$ cat config.mk
export PLATFORM = sky130hd
export DESIGN_NAME = mem_wb_stage
export DESIGN_NICKNAME = d
export VERILOG_FILES = /design/src/rtl/mem_wb_stage.sv
export SDC_FILE = /design/constraint.sdc
export NUM_CORES = 1
export LEC_CHECK = 0
export BUFFER_PORTS_ARGS = -buffer_cell sky130_fd_sc_hd__buf_2
export CAP_MARGIN = 20
export CELL_PAD_IN_SITES_DETAIL_PLACEMENT = 0
export CELL_PAD_IN_SITES_GLOBAL_PLACEMENT = 1
export CORE_UTILIZATION = 32
export DETAILED_ROUTE_END_ITERATION = 7
export GPL_ROUTABILITY_DRIVEN = 0
export HOLD_SLACK_MARGIN = 0.08
export PLACE_DENSITY = 0.85
export SLEW_MARGIN = 20
export SYNTH_ARGS = -nofsm -noshare
export SYNTH_HDL_FRONTEND = slang
export SYNTH_SLANG_ARGS = --single-unit
$ cat constraint.sdc
create_clock -name clk -period 1.65 [get_ports clk]
set_clock_uncertainty 0.15 [all_clocks]
set_input_delay 0.165 -clock clk [delete_from_list [all_inputs] [get_ports clk]]
set_output_delay 0.165 -clock clk [all_outputs]
set_load 0.02 [all_outputs]
$ cat src/rtl/mem_wb_stage.sv
// Memory stage and MEM/WB pipeline register: issues loads, stores and RET pops to a
// handshaked data memory, stalls upstream while an access is in flight, and feeds WB.
module mem_wb_stage #(
  parameter int DATA_W   = 8,
  parameter int MAX_WAIT = 15
) (
  input  logic              clk,
  input  logic              reset,
  input  logic              wr_en_regf_M,
  input  logic              wr_en_dmem_M,
  input  logic              rd_en_M,
  input  logic              out_port_sel_M,
  input  logic              is_ret_M,
  input  logic [1:0]        mux_rdata_sel_M,
  input  logic [DATA_W-1:0] alu_out_M,
  input  logic [1:0]        rd_M,
  input  logic [DATA_W-1:0] IN_PORT_M,
  input  logic [DATA_W-1:0] mem_addr_M,
  input  logic [DATA_W-1:0] mem_wd_M,
  input  logic              flush_M,
  output logic              dmem_req,
  output logic              dmem_we,
  output logic [DATA_W-1:0] dmem_addr,
  output logic [DATA_W-1:0] dmem_wdata,
  input  logic [DATA_W-1:0] dmem_rdata,
  input  logic              dmem_ack,
  output logic              stall_M,
  output logic              wr_en_regf_W,
  output logic [1:0]        rd_W,
  output logic [DATA_W-1:0] wb_data_W,
  output logic              ret_valid_W,
  output logic [DATA_W-1:0] ret_pc_W,
  output logic [DATA_W-1:0] OUT_PORT,
  output logic              mem_err
);

  localparam int CNT_W = $clog2(MAX_WAIT + 1);

  typedef enum logic {IDLE = 1'b0, ACCESS = 1'b1} state_t;

  state_t             state, state_nx;
  logic [CNT_W-1:0]   wait_cnt;
  logic               kill;
  logic [DATA_W-1:0]  rdata_q;
  logic               mem_op;
  logic               issue;
  logic               commit;
  logic               timeout;
  logic [DATA_W-1:0]  wb_mux;

  assign mem_op = rd_en_M | wr_en_dmem_M;

  always_comb begin
    state_nx = state;
    issue    = 1'b0;
    commit   = 1'b0;
    timeout  = 1'b0;
    case (state)
      IDLE: begin
        if (flush_M) begin
          // killed instruction: bubble, nothing issued
        end else if (mem_op) begin
          issue    = 1'b1;
          state_nx = ACCESS;
        end else begin
          commit = 1'b1;
        end
      end
      ACCESS: begin
        if (dmem_ack) begin
          state_nx = IDLE;
          commit   = ~(kill | flush_M);
        end else if (wait_cnt == CNT_W'(MAX_WAIT - 1)) begin
          timeout  = 1'b1;
          state_nx = IDLE;
        end
      end
      default: state_nx = IDLE;
    endcase
  end

  assign stall_M = ~reset & (((state == IDLE) & mem_op & ~flush_M) |
                             ((state == ACCESS) & ~dmem_ack & ~timeout));

  // Loads commit straight from the memory bus; elsewhere sel 01 sees the last read.
  always_comb begin
    wb_mux = alu_out_M;
    case (mux_rdata_sel_M)
      2'b00: wb_mux = alu_out_M;
      2'b01: wb_mux = (state == ACCESS) ? dmem_rdata : rdata_q;
      2'b10: wb_mux = IN_PORT_M;
      2'b11: wb_mux = mem_wd_M;
      default: wb_mux = alu_out_M;
    endcase
  end

  always_ff @(posedge clk) begin
    if (reset) begin
      state        <= IDLE;
      wait_cnt     <= '0;
      kill         <= 1'b0;
      rdata_q      <= '0;
      dmem_req     <= 1'b0;
      dmem_we      <= 1'b0;
      dmem_addr    <= '0;
      dmem_wdata   <= '0;
      wr_en_regf_W <= 1'b0;
      rd_W         <= '0;
      wb_data_W    <= '0;
      ret_valid_W  <= 1'b0;
      ret_pc_W     <= '0;
      OUT_PORT     <= '0;
      mem_err      <= 1'b0;
    end else begin
      state <= state_nx;

      if (issue) begin
        dmem_req   <= 1'b1;
        dmem_we    <= wr_en_dmem_M;
        dmem_addr  <= mem_addr_M;
        dmem_wdata <= mem_wd_M;
        wait_cnt   <= '0;
      end else if (state == ACCESS) begin
        if (dmem_ack || timeout) dmem_req <= 1'b0;
        else                     wait_cnt <= wait_cnt + 1'b1;
      end

      // kill survives only while the access it belongs to is still open
      kill <= (state == ACCESS) && (state_nx == ACCESS) && (kill || flush_M);

      if (timeout) mem_err <= 1'b1;
      if (state == ACCESS && dmem_ack) rdata_q <= dmem_rdata;

      if (commit) begin
        wr_en_regf_W <= wr_en_regf_M;
        rd_W         <= rd_M;
        wb_data_W    <= wb_mux;
        ret_valid_W  <= is_ret_M;
        ret_pc_W     <= dmem_rdata;
        if (out_port_sel_M) OUT_PORT <= alu_out_M;
      end else begin
        wr_en_regf_W <= 1'b0;
        ret_valid_W  <= 1'b0;
      end
    end
  end

endmodule
# ---- After elaboration in Yosys (flattened, before gate mapping)
# Cells that the tools add are included.
dict set report classes {
  addsub 1
  eq_ne 4
  reduce_logical 13
  n_mux 18
  bitwise 16
}
# cell n
set op_table {}
lappend op_table {{8-bit one-hot mux with 4 select lines} 1}
lappend op_table {{1-bit 2-to-1 mux} 14}
lappend op_table {{8-bit 2-to-1 mux} 1}
lappend op_table {{1-bit inverter} 8}
lappend op_table {{2-bit AND reduction} 3}
lappend op_table {{1-bit bitwise AND} 5}
lappend op_table {{4-bit by 1-bit adder with 4-bit output, second input constant} 1}
lappend op_table {{2-bit == test, second input constant} 2}
lappend op_table {{4-bit == test, second input constant} 1}
lappend op_table {{1-bit one-hot mux with 2 select lines} 2}
lappend op_table {{2-bit nonzero test} 2}
lappend op_table {{2-bit OR reduction} 2}
lappend op_table {{1-bit logical AND} 3}
lappend op_table {{1-bit OR} 3}
lappend op_table {{2-bit by 1-bit == test with 1-bit output, second input constant} 1}
lappend op_table {{2-bit zero test} 1}
lappend op_table {{1-bit logical OR} 2}
dict set report totals {
  in_bits 53
  register_bits 61
  wordCells 67
  output_inout_bits 48
}

# ---- Depth between registers and ports, before layout
# Gate-level depths: netlist of run 1.
dict set report depth {
  ltp_word 8
  mapped_depth 6
  depth_no_buf 5
}

# ---- Worst setup path before layout of run 1
# No wires, ideal clock.
dict set report synth_path {
  kind {reg2out}
  from {reg state}
  to {out stall_M}
  required_time_ns 1.335
  n_path_buf 2
  stages_incl_launch_ff 5
  setup_slack_ns -0.059
  arrival_ns 1.394
  path_cell_list {dfxtp_1 buf_4 nor4_4 buf_4 o21bai_1}
}
dict set report synth_via {
  elab_chain_cells 5
  elab_cells_between_ends 9
  classes_between {mux (1); bitwise (8)}
}
# element line
set synth_lines {}
lappend synth_lines {{start, declared} 41} ;# state_t state, state_nx;
lappend synth_lines {{start signal, assigned} 115} ;# state <= state_nx;
lappend synth_lines {{1-bit inverter / 1-bit 2-to-1 mux (equally long branches)} -}
lappend synth_lines {{1-bit bitwise AND / 1-bit inverter (equally long branches)} {82, 83}}
lappend synth_lines {{1-bit bitwise AND (on tied branches)} {82, 83}}
lappend synth_lines {{1-bit OR *} 82} ;# assign stall_M = ~reset & (((state == IDLE) & mem_op & ~flush_M) |
lappend synth_lines {{1-bit bitwise AND *} 82}
lappend synth_lines {{end, declared} 27} ;# output logic stall_M,
# Every way passes the cells marked *; elsewhere a longest branch is shown, timed or not.

# ---- Final worst setup path of run 1
dict set report layout_path {
  from {reg state}
  to {reg OUT_PORT[7]}
}
dict set report layout_via {
  elab_chain_cells 3
}
# element line
set layout_lines {}
lappend layout_lines {{1-bit inverter} -}
lappend layout_lines {{1-bit one-hot mux with 2 select lines *} 58} ;# case (state)
lappend layout_lines {{2-bit AND reduction (no source line) *} -}
lappend layout_lines {{end signal, assigned} 140} ;# if (out_port_sel_M) OUT_PORT <= alu_out_M;
lappend layout_lines {{end, declared} 33} ;# output logic [DATA_W-1:0] OUT_PORT,
# Marked as above.
# A chain may end at the register's enable or synchronous reset.

==> summary.md, run 1 <==
| Metric | Value |
|---|---|
| Max clock buf depth | `2` |
| Congestion Overflow GR | `0` |
| CTS buffer count | `9` |
| Syn Inst Count | `278` |
| Buffers on Ports | `100` |
| Worst path arrival time | `1800 ps` |
| Via/cell ratio | `5.12` |
| Vias in the first global route | `2688` |
| Initial core utilization | `0.338` |
| Via Count | `2776` |
| Initial antenna violation count | `0` |
| Register area share after synthesis | `0.456` |
| CTS Sinks | `61` |
| Core Util, Final | `0.523` |
| Worst EP required | `1760 ps` |
| Type of origin of the critical path | `flip-flop` |
| Post-synth EDFFs | `0` |
| Die Wd | `93.5 um` |
| Final period util | `1.02` |
| Worst reg2reg path depth | `4` |
| CTS root buf | `clkbuf_8` |
| Std cell rows | `32` |
| RSZ-0062 raised after global routing | `true` |
| Worst r2r src | `state` |
| Reg area | `1230 sq um` |
| Min Tclk post-route | `1690 ps` |
| Syn avg cell area | `9.63 sq um` |
| Syn Nets | `333` |
| CTS tree | `done` |
| First-pass GRT wire length | `13600 um` |
| Status | `finished with violations` |
| Synth top area cells | `dfxtp_1, a22o_1, nand2_1` |
| Most area-hungry cell type in the Yosys netlist | `dfxtp_1` |
| Most common cell in the synthesized netlist | `dfxtp_1` |
| Leakage power | `1.84 nW` |
| Hpwl dp | `5710 um` |
| Worst-skew pair later-pin latency | `340 ps` |
| Maximum VDD drop | `0.507 mV` |
| Share of layout cells above drive strength 1 | `0.395` |
| DRC violations left | `0` |
| PwrDens | `952 nW/um^2` |
| Synth top area share | `0.456` |
| Worst hold start | `dmem_ack` |
| Setup-failing EPs final | `9` |
| Worst setup EP type | `flip-flop` |
| #FFs+latches synth | `61` |
| Post-synth top flop | `dfxtp_1` |
| Core area | `7930 sq um` |
| Final Max Tran Viols | `0` |
| Hold endpoint | `state` |
| Top post-synthesis cells by count | `dfxtp_1, nand2_1, a21oi_1, a22o_1, nand3_1` |
| Die H | `93.5 um` |
| WL final | `8550 um` |
| R2r setup slk | `-40 ps` |
| Area of the multi-input gates | `1370 sq um` |
| Hold Vio Cnt, Final | `0` |
| WHS Path Cells | `4` |
| Synth warnings | `0` |
| Crit Path Max Fanout | `8` |
| Fmax | `0.593 GHz` |
| Synth unique cells | `41` |
| Final TNS setup | `-205 ps` |
| Slew headroom | `0.736` |
| DRT Pass-1 Iters | `5` |
| Hold WC Path Type | `primary input to flip-flop` |
| Slew of the pin with the lowest slew margin | `395 ps` |
| Largest net degree at the start of global routing | `25` |
| Initial DRC Count | `186` |
| Capturing point of the worst reg2reg path | `OUT_PORT[7]` |
| Ports | `101` |
| Diode count | `0` |
| Fill cell count | `730` |
| Htree depth | `3` |
| Die area | `8740 sq um` |
| CTS clock-pin slew for the worst setup and hold paths | `70 ps` |
| GRT Total Usage | `0.205` |
| Crit Path Category | `flip-flop to flip-flop` |
| WL per Instance | `15.8 um` |
| P&R area growth vs syn | `54.8%` |
| Post-DRT Antenna Nets | `0` |
| Maxcap violations | `0` |
| Share of flip-flops with an asynchronous set or reset | `0` |
| Mapped Area | `2680 sq um` |
| Failing checks | `setup timing` |
| Final #Nets | `490` |
| Worst setup margin | `-37.0 ps` |
## area by class of cell
type / instances / area share
sequential: 61 / 0.296
inverter: 5 / 0.00453
clock inverter: 3 / 0.0217
tap: 102 / 0.0308
multi-input combinational: 189 / 0.329
timing repair buffer: 169 / 0.277
clock buffer: 13 / 0.0407
## kinds of logic (layout without fill, tap and decap cells)
logic type	count (synthesis)	in the layout	synth area share
adder cells (fa/ha/maj)	2	2	0.00934
buffers and inverters	28	190	0.0547
AND/OR/NAND/NOR	94	94	0.185
AO/OA/AOI/OAI	77	77	0.232
multiplexers	16	16	0.0636
flip-flops	61	61	0.456
## per-layer routing
metal / routed length, um / vias to the layer above / GRT usage
li1: - / 1344 / -
met1: 3740 / 1321 / 0.239
met2: 4180 / 103 / 0.356
met3: 570 / 8 / 0.0699
met4: 64 / 0 / 0.0538
met5: 0 / - / 0
## stage by stage
step                      total power [mW]  worst slack [ps]  std cells  hold slack (ps)  cell area, sq um
after global routing                  4.11             -88.9        542             83.9              4150
after floorplan                       1.93              17.8        278              148              2680
after CTS                             3.98             -21.3        542             68.0              4140
after detailed placement              2.15              -138        478              237              3350
after global placement                2.14             -43.8        478              233              3350
final                                 3.95             -37.0        542             83.3              4150
## worst max path at each step
stage,startpoint,endpoint,cells past startpoint
finish,state,OUT_PORT[7],4
global placement,state,wb_data_W[3],4
CTS,state,OUT_PORT[7],4
floorplan,state,stall_M,4
detailed placement,state,wb_data_W[4],4
global route,state,OUT_PORT[3],4
## sequential cells by signal, indices dropped and copies added (netlist names)
register and flops:
rdata_q 8, OUT_PORT 8, dmem_req 1, rd_W 2
kill 1, state 1, dmem_wdata 8, wait_cnt 4
mem_err 1, dmem_we 1, wb_data_W 8, dmem_addr 8
wr_en_regf_W 1, ret_pc_W 8, ret_valid_W 1
## cell usage in the layout, fill, tap and decap left out, types with 8 or more instances in the layout
| cell type | n |
|---|---|
| buf_2 | 99 |
| dfxtp_1 | 58 |
| dlygate4sd3_1 | 41 |
| nand2_1 | 35 |
| buf_4 | 25 |
| a21oi_1 | 23 |
| a22o_1 | 16 |
| nand3_1 | 12 |
| clkbuf_8 | 12 |
| o21ai_0 | 11 |
| nand2b_1 | 9 |
| nor3_1 | 9 |
| mux2_2 | 8 |
| a222oi_1 | 8 |
| nand4_1 | 8 |
| o41ai_2 | 8 |
| mux2i_1 | 8 |
## power by group
part           leakage, nW  switching (mW)  internal, mW
Clock                0.130           0.588          1.13
Combinational         1.21           0.339         0.311
Sequential           0.498          0.0387          1.54
Total                 1.84           0.966          2.98
## critical path, cell delays in order, from the launching register on
cell and delay, ps:
dfxtp_4 370, or4_4 570, a21boi_4 190, buf_12 150, mux2i_1 180
## what timing repair did
action | CTS | global route
resized for setup | 15 | 4
hold buffers | 41 | 0
hold endpoints to repair | 57 | 0
setup endpoints to repair | 18 | 32
pin swaps | 4 | 4
buffers inserted | 7 | 0
(Power assumes the default switching activity.)
==> run 2, diff against run 1 <==
CORE_UTILIZATION = 39   (was 32)
PLACE_DENSITY = 0.95   (was 0.85)
clock period = 2.1 ns   (was 1.65 ns; I/O delays follow)
==> run 2 against run 1 <==
The flow finishes with violations (DRC). Utilization grew 7.2 points. Critical path depth grew 2. First-iteration DRC count shrank 8.6%. Register-to-register slack gained 400 ps. Cell area shrank 6.7%. Sequential power shrank 22%. Die area shrank 18%. Hold slack gained 15 ps. Critical path type is now flip-flop to output pin. Largest cell class unchanged. Largest power group unchanged.
==> summary.md, run 2 (synthesis gave the netlist of run 1 again) <==
| Metric | Value |
|---|---|
| Type of origin of the critical path | `flip-flop` |
| Slew headroom | `0.536 (-0.200)` |
| Final Max Tran Viols | `0 (unchanged)` |
| P&R area growth vs syn | `44.4%` |
| Worst setup margin | `128 ps (+165 ps)` |
| Most frequent cells in the layout | `buf_2, dfxtp_1, dlygate4sd3_1` |
| Cells along the critical path | `inv_1 > ha_1 > nand3_2 > nand2_1 > o21bai_1 > buf_4` |
| WHS | `98.7 ps (+15.4 ps)` |
| Min Tclk post-route | `1970 ps` |
| WL final | `7840 um (-8.4%)` |
| WL per Instance | `15.8 um (+0.34%)` |
| CP peak stage delay | `380 ps (-190 ps)` |
| CTS clock-pin slew for the worst setup and hold paths | `60 ps (about the same)` |
| Worst setup EP type | `output pin` |
| Hpwl dp | `5260 um (-7.9%)` |
| Placed inst area | `3210 sq um (-4.1%)` |
| Fmax | `0.507 GHz` |
| PwrDens | `776 nW/um^2 (-18%)` |
| Vias in the first global route | `2559 (-4.8%)` |
| Std cell rows | `29 (-9.4%)` |
| Largest net degree at the start of global routing | `31 (+24%)` |
| Die area | `7200 sq um (-18%)` |
| Worst EP required | `1740 ps (-20 ps)` |
| Max clock buf depth | `2 (unchanged)` |
| CTS buffer count | `9 (unchanged)` |
| Worst r2r src | `state` |
| Die Wd | `84.9 um (-9.2%)` |
| CTS tree | `done` |
| Worst Setup SP | `wait_cnt[0]` |
| Crit Path Category | `flip-flop to output pin` |
| Congestion Overflow GR | `0 (unchanged)` |
| Final #Nets | `469 (-4.3%)` |
| Buffers on Ports | `100 (unchanged)` |
| Fin cells | `495 (-8.7%)` |
| Initial DRC Count | `170 (-8.6%)` |
| GRT Total Usage | `0.226 (+0.0215)` |
| Post-route cell area | `3870 sq um (-6.7%)` |
| CTS Sinks | `61 (unchanged)` |
| Reg area | `1220 sq um (-0.41%)` |
| Dpl ws | `269 ps (+408 ps)` |
| DRT Pass-1 Iters | `8 (+3)` |
| Slowest-stage cell, CP | `dfxtp_1` |
| Core Util, Final | `0.595 (+0.0724)` |
| Most common cell after layout, fill and taps aside | `buf_2` |
| Maxcap violations | `0 (unchanged)` |
| Worst hold start | `dmem_ack` |
| Cell count after placement | `441 (-7.7%)` |
| Via/cell ratio | `5.41 (+5.7%)` |
| Leakage power | `1.72 nW (-6.6%)` |
| Via Count | `2679 (-3.5%)` |
| Final period util | `0.939` |
| Status | `finished with violations` |
| Post-CTS setup buffer count | `0 (-7)` |
| Initial core utilization | `0.412 (+0.0745)` |
| DRC violations left | `6 (+6)` |
| Maximum VDD drop | `0.475 mV (-6.4%)` |
| Worst path arrival time | `1610 ps (-190 ps)` |
| Failing checks | `DRC` |
| Initial antenna violation count | `0 (unchanged)` |
| Share of layout cells above drive strength 1 | `0.354 (-0.0414)` |
| Worst-skew pair later-pin latency | `340 ps (about the same)` |
| Fill cell count | `571 (-22%)` |
| Core area | `6490 sq um (-18%)` |
| Hold Vio Cnt, Final | `0 (unchanged)` |
| Diode count | `0 (unchanged)` |
| Post-DRT Antenna Nets | `0 (unchanged)` |
| Setup-failing EPs final | `0 (-9)` |
| Hold WC Path Type | `primary input to flip-flop` |
| Die H | `84.9 um (-9.2%)` |
| Crit Path Max Fanout | `4 (-4)` |
| Slew of the pin with the lowest slew margin | `696 ps (+301 ps)` |
| RSZ-0062 raised after global routing | `false` |
| CTS root buf | `clkbuf_8` |
| Htree depth | `3 (unchanged)` |
| Final TNS setup | `0 ps (+205 ps)` |
| Ports | `101 (unchanged)` |
| First-pass GRT wire length | `12800 um (-6.3%)` |
| Tot Pwr | `3.00 mW (-24%)` |
| Area of the multi-input gates | `1320 sq um (-3.5%)` |
[run 2: cell count changes in the layout (fill, tap and decap cells not counted), moves of 2 or more]
cell,previous run,this run
dlygate4sd3_1,41,39
dfxtp_1,58,60
buf_6,3,1
buf_4,25,9
[run 2: layout make-up]
| class | instances | share of cell area |
|---|---|---|
| timing repair buffer | 148 | 0.250 |
| inverter | 5 | 0.00485 |
| sequential | 61 | 0.316 |
| multi-input combinational | 189 | 0.341 |
| clock buffer | 11 | 0.0392 |
| tap | 77 | 0.0249 |
| clock inverter | 4 | 0.0246 |
[run 2: path summary, 6_finish.rpt]
| check | depth (start not counted) | slack [ps] | endpoint |
|---|---|---|---|
| setup reg to reg | 4 | 360 | wb_data_W[4] |
| setup / recovery | 6 | 130 | stall_M |
| hold reg to reg | 2 | 310 | rdata_q[1] |
| hold / removal | 4 | 100 | mem_err |
[run 2: power breakdown]
group	internal (mW)	total, mW	leakage, nW	switching [mW]
clock network	0.845	1.30	0.125	0.455
registers	1.21	1.24	0.497	0.0295
logic	0.210	0.461	1.10	0.251
[run 2: layer usage]
metal	share of wire	wire length [um]	GRT usage	vias up
met5	0	0	0	-
met2	0.48	3760	0.372	96
met4	0.021	164	0.0878	0
met1	0.43	3400	0.282	1265
li1	-	-	-	1301
met3	0.065	512	0.0642	17
[run 2: worst max-delay path: cells and delay by family (launching register included)]
family                     cells  cell delay (ps)
buffers and inverters          2              240
AOI/OAI and AO/OA              1              200
DFF                            1              380
and+or+nand+nor                2              220
adders and majority gates      1              230
[run 2: what timing repair did]
| item | in CTS | in global routing |
|---|---|---|
| hold buffers | 39 | 0 |
| pin swaps | 0 | 1 |
| gates cloned | 0 | 0 |
| endpoints found under the setup margin | 1 | 1 |
| gates resized for setup | 1 | 4 |
| hold endpoints to repair | 53 | 0 |
